## config.mk

```make
export PLATFORM = sky130hd
export DESIGN_NAME = dispatch_ctrl
export DESIGN_NICKNAME = d
export VERILOG_FILES = /design/src/rtl/dispatch_ctrl.sv
export SDC_FILE = /design/constraint.sdc
export NUM_CORES = 1
export LEC_CHECK = 0
export BUFFER_PORTS_ARGS = -buffer_cell sky130_fd_sc_hd__buf_2
export CAP_MARGIN = 20
export CELL_PAD_IN_SITES_DETAIL_PLACEMENT = 1
export CELL_PAD_IN_SITES_GLOBAL_PLACEMENT = 1
export CORE_UTILIZATION = 45
export DETAILED_ROUTE_END_ITERATION = 12
export HOLD_SLACK_MARGIN = 0.08
export MAX_ROUTING_LAYER = met4
export PLACE_DENSITY_LB_ADDON = 0.12
export SYNTH_ARGS = -nofsm -noshare
export SYNTH_HDL_FRONTEND = slang
export SYNTH_HIERARCHICAL = 1
export SYNTH_SLANG_ARGS = --single-unit
```

## constraint.sdc

```tcl
create_clock -name clk -period 17.7 [get_ports clk]
set_input_delay 3.54 -clock clk [delete_from_list [all_inputs] [get_ports clk]]
set_output_delay 3.54 -clock clk [all_outputs]
set_load 0.05 [all_outputs]
```

## src/rtl/dispatch_ctrl.sv

```systemverilog
// ---------------------------------------------------------------------------
// rv32i_imm_gen
//   RV32I immediate generator, purely combinational on the instruction word.
//   Ports:
//     inst_i  32-bit instruction word
//     imm_o   32-bit sign-extended immediate (0 for R-type / unknown opcodes)
//
// dispatch_ctrl
//   In-order, single-issue dispatch stage between the fetch queue and the
//   reservation stations. It pops one instruction per cycle, classifies it
//   (INT/MEM/MUL/BR/ILL), stages it with its immediate and a ROB tag, and holds
//   it until the target reservation station accepts it. It also tracks ROB
//   credits so it never allocates more tags than the ROB has entries.
//   Ports:
//     clk, rst                  clock (rising edge), async active-high reset
//     ifq_valid/inst/pc         fetch-queue head
//     ifq_rd_en                 combinational pop strobe for the queue head
//     *_vld / *_rdy             per-station request / accept handshake
//     d_inst/d_pc/d_imm/d_tag   staged payload
//     retire                    ROB freed one entry
//     flush                     drop everything, restore all ROB credits
//     illegal_o                 one-cycle pulse when an unsupported op is dropped
// ---------------------------------------------------------------------------

module rv32i_imm_gen (
  input  logic [31:0] inst_i,
  output logic [31:0] imm_o
);

  typedef enum logic [2:0] {
    FMT_NONE,
    FMT_I,
    FMT_S,
    FMT_B,
    FMT_U,
    FMT_J
  } fmt_e;

  fmt_e fmt;

  always_comb begin
    fmt = FMT_NONE;
    case (inst_i[6:0])
      7'h13, 7'h03, 7'h67: fmt = FMT_I;
      7'h23:               fmt = FMT_S;
      7'h63:               fmt = FMT_B;
      7'h37, 7'h17:        fmt = FMT_U;
      7'h6F:               fmt = FMT_J;
      default:             fmt = FMT_NONE;
    endcase
  end

  always_comb begin
    imm_o = '0;
    case (fmt)
      FMT_I: imm_o = {{20{inst_i[31]}}, inst_i[31:20]};
      FMT_S: imm_o = {{20{inst_i[31]}}, inst_i[31:25], inst_i[11:7]};
      FMT_B: imm_o = {{19{inst_i[31]}}, inst_i[31], inst_i[7],
                      inst_i[30:25], inst_i[11:8], 1'b0};
      FMT_U: imm_o = {inst_i[31:12], 12'h000};
      FMT_J: imm_o = {{11{inst_i[31]}}, inst_i[31], inst_i[19:12],
                      inst_i[20], inst_i[30:21], 1'b0};
      default: imm_o = '0;
    endcase
  end

endmodule

module dispatch_ctrl #(
  parameter int unsigned TAG_W     = 6,
  parameter int unsigned ROB_DEPTH = 64
) (
  input  logic             clk,
  input  logic             rst,
  input  logic             ifq_valid,
  input  logic [31:0]      ifq_inst,
  input  logic [31:0]      ifq_pc,
  output logic             ifq_rd_en,
  output logic             int_vld,
  output logic             mem_vld,
  output logic             mul_vld,
  output logic             br_vld,
  input  logic             int_rdy,
  input  logic             mem_rdy,
  input  logic             mul_rdy,
  input  logic             br_rdy,
  output logic [31:0]      d_inst,
  output logic [31:0]      d_pc,
  output logic [31:0]      d_imm,
  output logic [TAG_W-1:0] d_tag,
  input  logic             retire,
  input  logic             flush,
  output logic             illegal_o
);

  localparam int unsigned FREE_W = $clog2(ROB_DEPTH + 1);
  localparam logic [FREE_W-1:0] FREE_MAX = FREE_W'(ROB_DEPTH);
  localparam logic [TAG_W-1:0]  TAG_LAST = TAG_W'(ROB_DEPTH - 1);

  typedef enum logic {
    ST_EMPTY,
    ST_FULL
  } state_e;

  typedef enum logic [2:0] {
    CLS_INT,
    CLS_MEM,
    CLS_MUL,
    CLS_BR,
    CLS_ILL
  } cls_e;

  state_e            state_q, state_d;
  cls_e              cls_q, cls_d, cls_w;
  logic [31:0]       inst_q, inst_d;
  logic [31:0]       pc_q, pc_d;
  logic [31:0]       imm_q, imm_d;
  logic [31:0]       imm_w;
  logic [TAG_W-1:0]  tag_cnt_q, tag_cnt_d;
  logic [FREE_W-1:0] free_cnt_q, free_cnt_d;

  logic full;
  logic rob_ok;
  logic req_ok;
  logic sel_rdy;
  logic fire;
  logic ill_drop;
  logic retire_eff;

  rv32i_imm_gen u_imm_gen (
    .inst_i (ifq_inst),
    .imm_o  (imm_w)
  );

  // Classification of the fetch-queue head.
  always_comb begin
    cls_w = CLS_ILL;
    case (ifq_inst[6:0])
      7'h33:               cls_w = (ifq_inst[31:25] == 7'h01) ? CLS_MUL : CLS_INT;
      7'h13, 7'h37, 7'h17: cls_w = CLS_INT;
      7'h03, 7'h23:        cls_w = CLS_MEM;
      7'h63, 7'h6F, 7'h67: cls_w = CLS_BR;
      default:             cls_w = CLS_ILL;
    endcase
  end

  assign full   = (state_q == ST_FULL);
  assign rob_ok = (free_cnt_q != '0);
  // Requests are withheld during a flush so a station never sees vld&rdy
  // for an entry that is being dropped.
  assign req_ok = full & rob_ok & ~flush;

  assign int_vld = req_ok & (cls_q == CLS_INT);
  assign mem_vld = req_ok & (cls_q == CLS_MEM);
  assign mul_vld = req_ok & (cls_q == CLS_MUL);
  assign br_vld  = req_ok & (cls_q == CLS_BR);

  always_comb begin
    sel_rdy = 1'b0;
    case (cls_q)
      CLS_INT: sel_rdy = int_rdy;
      CLS_MEM: sel_rdy = mem_rdy;
      CLS_MUL: sel_rdy = mul_rdy;
      CLS_BR:  sel_rdy = br_rdy;
      default: sel_rdy = 1'b0;
    endcase
  end

  assign fire     = req_ok & sel_rdy;
  assign ill_drop = full & (cls_q == CLS_ILL) & ~flush;
  assign illegal_o = ill_drop;

  // rst term keeps the pop strobe low while the stage is held in reset.
  assign ifq_rd_en = ifq_valid & ~flush & ~rst & (~full | fire | ill_drop);

  assign retire_eff = retire & (free_cnt_q != FREE_MAX);

  always_comb begin
    state_d    = state_q;
    cls_d      = cls_q;
    inst_d     = inst_q;
    pc_d       = pc_q;
    imm_d      = imm_q;
    tag_cnt_d  = tag_cnt_q;
    free_cnt_d = free_cnt_q;

    if (flush) begin
      state_d    = ST_EMPTY;
      tag_cnt_d  = '0;
      free_cnt_d = FREE_MAX;
    end else begin
      if (ifq_rd_en) begin
        state_d = ST_FULL;
        cls_d   = cls_w;
        inst_d  = ifq_inst;
        pc_d    = ifq_pc;
        imm_d   = imm_w;
      end else if (fire | ill_drop) begin
        state_d = ST_EMPTY;
      end

      if (fire) begin
        tag_cnt_d = (tag_cnt_q == TAG_LAST) ? '0 : tag_cnt_q + 1'b1;
      end

      case ({fire, retire_eff})
        2'b10:   free_cnt_d = free_cnt_q - 1'b1;
        2'b01:   free_cnt_d = free_cnt_q + 1'b1;
        default: free_cnt_d = free_cnt_q;
      endcase
    end
  end

  always_ff @(posedge clk or posedge rst) begin
    if (rst) begin
      state_q    <= ST_EMPTY;
      cls_q      <= CLS_ILL;
      inst_q     <= '0;
      pc_q       <= '0;
      imm_q      <= '0;
      tag_cnt_q  <= '0;
      free_cnt_q <= FREE_MAX;
    end else begin
      state_q    <= state_d;
      cls_q      <= cls_d;
      inst_q     <= inst_d;
      pc_q       <= pc_d;
      imm_q      <= imm_d;
      tag_cnt_q  <= tag_cnt_d;
      free_cnt_q <= free_cnt_d;
    end
  end

  assign d_inst = inst_q;
  assign d_pc   = pc_q;
  assign d_imm  = imm_q;
  assign d_tag  = tag_cnt_q;

endmodule

```

* Yosys cells after proc, flatten, opt, wreduce, memory -nomap -nowiden *
Cells that the tools add are included.
Widths: inputs -> output; s select.

storage, ports and cells
  output and inout bits = 108
  register bits = 113
  word-level logic and storage cells = 76

cells by class
  reductions and logical operators = 11
  muxes and demuxes = 13
  equal/unequal tests = 23
  add/subtract/negate cells = 3
  bitwise logic cells = 19

operators by type and width
  operator             number
  $pmux 32 s5          1
  $eq 7x6->1 const B   3
  $eq 7x7->1 const B   3
  $mux 6               3
  $pmux 3 s5           1
  $eq 7x5->1 const B   2
  $pmux 7 s2           1
  $and 1x1->1          13
  $eq 3x2->1 const B   4
  $pmux 3 s4           1
  $eq 3x3->1 const B   3
  $reduce_or 3->1      3
  $add 7x1->7 const B  1
  $eq 7x1->1 const B   1
  $eq 7x2->1 const B   1
  $mux 7               1
  $ne 7x7->1 const B   1
  $reduce_bool 7->1    1
  $sub 7x1->7 const B  1
  $add 6x1->6 const B  1
  $eq 3x1->1 const B   2
  $eq 6x6->1 const B   1
  $reduce_bool 3->1    2
  $pmux 1 s4           1
  10 further kinds     17

* Longest topological paths before layout *
  depth after elaboration = 9
  depth in mapped cells = 11
  gate-level depth less buffers = 11

* Modules after synthesis *
The synthesis kept the hierarchy.

by module, submodules not included
  module         cells an instance  times used  area an instance (um^2)
  dispatch_ctrl  393                1           5656.7
  rv32i_imm_gen  76                 1           490.5

* Least setup slack after synthesis *
Ideal clock, no wire load.

  path type = input to output
  start point = input rst
  end point = output ifq_rd_en
  required time = 14.160 ns
  setup slack = 7.056 ns
  arrival time = 7.104 ns
  stages = 5
  path buffers = 2
  path through = inv_1 > nand2_1 > a311oi_4 > buf_12 > buf_12

between the ends
  cells in the longest elaborated chain, start to end = 3

ends and longest elaborated chain
  element                    RTL line  text
  start: declaration         74        input logic rst,
  $not 1->1                  174       assign ifq_rd_en = ifq_valid & ~flush & ~rst & (~full | fire | ill_drop);
  $and 1x1->1 (2 in series)  174
  end: declaration           78        output logic ifq_rd_en,

No other way between the ends.

* Worst setup path in the final report *
  start point = input flush
  end point = output ifq_rd_en

between the ends
  cells in the longest elaborated chain, start to end = 6

ends and longest elaborated chain
  element                   RTL line  text
  start: declaration        92        input logic flush,
  $not 1->1 (no line) *     --
  $and 1x1->1               151       assign req_ok = full & rob_ok & ~flush;
  $and 1x1->1               169       assign fire = req_ok & sel_rdy;
  $or 1x1->1 (2 in series)  174
  $and 1x1->1 *             174

Mark *: on every way between the ends. The rest lies on a longest branch, timed or not.

==> results.yml <==
outcome:
  status: "completed"
layout:
  fillers: 1430
  final_core_util_pct: 57.2
  nNetsFinal: 729
  drive_above_1_share_pct: 49.5
  area_growth_pct: 23.7
  n_antenna_cell: 0
synthesis:
  synthCells: 469
  synth-main-ff-cell: "dfrtp_1"
  synth_fp_nets: 550
  synth_top_family_by_area: "multiplexers"
  synth_edf_count: 0
  ys_ff_latch: 113
  synth_area_leaders: "dfrtp_1, mux2_4, buf_12"
  yosysTopAreaCell: "dfrtp_1"
  async_flop_share_pct: 100
  yosysMostFrequentCell: "dfrtp_1"
  synth_top_area_share_pct: 45.2
  yosysUniqueCellTypes: 67
  synthAdderAreaFrac_pct: 1.75
  syn-cell-area_mm2: 0.00615
  synth_mux_area_share_pct: 24.9
  yosysWarnings: 6
  synth-compound-area-share_pct: 10.3
  syn-mean-instance-area_um2: 13.1
  synth_common_cells: "dfrtp_1, mux2_4, a21o_1, nor2_1, nand2_1"
  ys_seq_area_share_pct: 46.0
  yosys.area_share.simple_pct: 11.5
  synthXorXnorAreaFrac_pct: 0.427
worst_hold_path:
  hold_class: "reg -> reg"
route:
  ant_nets: 0
  drc: 0
  vias: 4610
  wirelength_mm: 16.1
  routedWlPerCell_um: 19.2
  vias_per_cell: 5.52
  first_pass_iters: 4
  first_iter_violations: 218
grt:
  grt_max_degree: 101
  grt.total_usage_pct: 24.5
  grt_overflow: 0
  grt_pass1_wl_mm: 26.1
  antenna_found_initial: 0
  grt_pass1_vias: 4855
timing:
  fmax_mhz: 102
  rsz0062_at_grt: "false"
  tns_ps: 0
  max_slew_margin_pct: 32.2
  setup_viol: 0
  finalClockSkew_ps: 9.82
  fin_crit_ps: 9830
  hold_viol: 0
  worstMarginPinSlew_ps: 1020
  drv_slew: 0
  fin_crit_sh_pct: 55.5
clocking:
  path_clk_slew_ps: 50
  clock_sinks: 113
  cts-resized-gates: 0
  clockBufferDepth: 2
  numCtsBuffers: 17
  cts_tree: "built"
  insertion_delay_ps: 410
  cts-root-buf: "clkbuf_16"
  cts_setup_buffers: 0
  cts_hold_buf: 0
  htreeDepth: 4
pwr:
  leakage_nw: 3.87
  total_power_mw: 1.02
  max-vdd-ir-drop_mv: 0.0784
  p_per_area_mw_per_mm2: 134
setup_path:
  crit_required_ps: 14160
  crit_type: "in -> out"
  end_kind: "primary output"
  arrival_ps: 6290
  critPathLaunchType: "input pin"
  cp_max_fo: 100
floorplanning:
  die_area_mm2: 0.0141
  die_w_um: 119
  start_util_pct: 46.2
  core_mm2: 0.0133
  std_cell_rows: 42
  io_pins: 181
  die_h_um: 119
place:
  dp.final_hpwl_mm: 10.8
  io_buffers: 180
  gp_congestion: 0.865
flow_run:
  maxCapViolations: 0
## per-layer routing
| layer | part of all wire [%] | GRT usage [%] | up-vias |
|---|---|---|---|
| met5 | 0 | - | - |
| met4 | 1.1 | 7.59 | 0 |
| met3 | 5.0 | 6.56 | 14 |
| met2 | 49 | 38.5 | 145 |
| met1 | 44 | 30.8 | 2367 |
| li1 | - | - | 2084 |
## cell usage in the layout, fill, tap and decap left out, types with 5 or more instances in the layout
cell type and count:
nor2_1 21, a21oi_1 13, ha_1 7, a2111oi_0 5, nor2b_1 5, and2_1 6, a21o_1 21, clkbuf_16 17
buf_2 180, nor3b_1 5, inv_1 11, nand2b_1 5, dfrtp_1 111, o21ai_0 12, nor3_1 16, a31oi_1 5
nor4_1 8, mux2_4 99, nand3_1 13, nand2_1 19, o211ai_1 6
## kinds of logic after synthesis
logic type,Yosys count
muxes,102
AOI/OAI and AO/OA,87
buffers and inverters,34
xor gates and xnor gates,3
DFF,113
adders and majority gates,8
and+or+nand+nor,122
## sequential cells by signal (all words and copies together) (netlist names)
name,flops
d_imm,32
d_tag,6
cls_q,3
full,1
d_inst,32
free_cnt_q,7
d_pc,32
## metrics by stage
stage	setup slack [ps]	hold slack, ps	std cells	area [um2]
global placement	8050	488	805	7030
floorplan	7060	574	469	6150
finish	7870	505	835	7600
CTS	7930	507	835	7600
global route	7770	515	835	7600
detailed placement	7950	488	805	7030
## worst paths after layout
kind,startpoint,to,slack [ps],cells after the start
worst max-delay path,flush,ifq_rd_en,7870,7
worst min-delay path,d_inst[0],d_inst[0],500,1
worst max register to register,free_cnt_q[1],free_cnt_q[4],14090,10
worst min register to register,d_inst[0],d_inst[0],500,1
max in group asynchronous,rst,d_imm[25],13200,3
min in group asynchronous,rst,d_pc[6],3240,2
## worst max-delay path, cell delays in order
cell and delay [ps]:
buf_2 290, nor3b_1 610, and2_4 380, nand2_8 90, a311oi_4 300, buf_12 580, buf_2 390
## cell type report
class	instances	area, um2	share of cell area (%)
multi-input cells	322	3010	39.5
flip-flops and latches	113	2830	37.2
repair buffers	182	928	12.2
clock buffers	24	492	6.47
well taps	176	220	2.90
clock inverters	6	80.1	1.05
inverters	12	47.5	0.625
## where the power goes
part	switching, mW	leakage (nW)	internal, mW
combinational	0.231	2.16	0.118
clock	0.113	0.286	0.219
sequential	0.0329	1.42	0.302
total	0.377	3.87	0.639
Power figures use the tool's default switching activity.
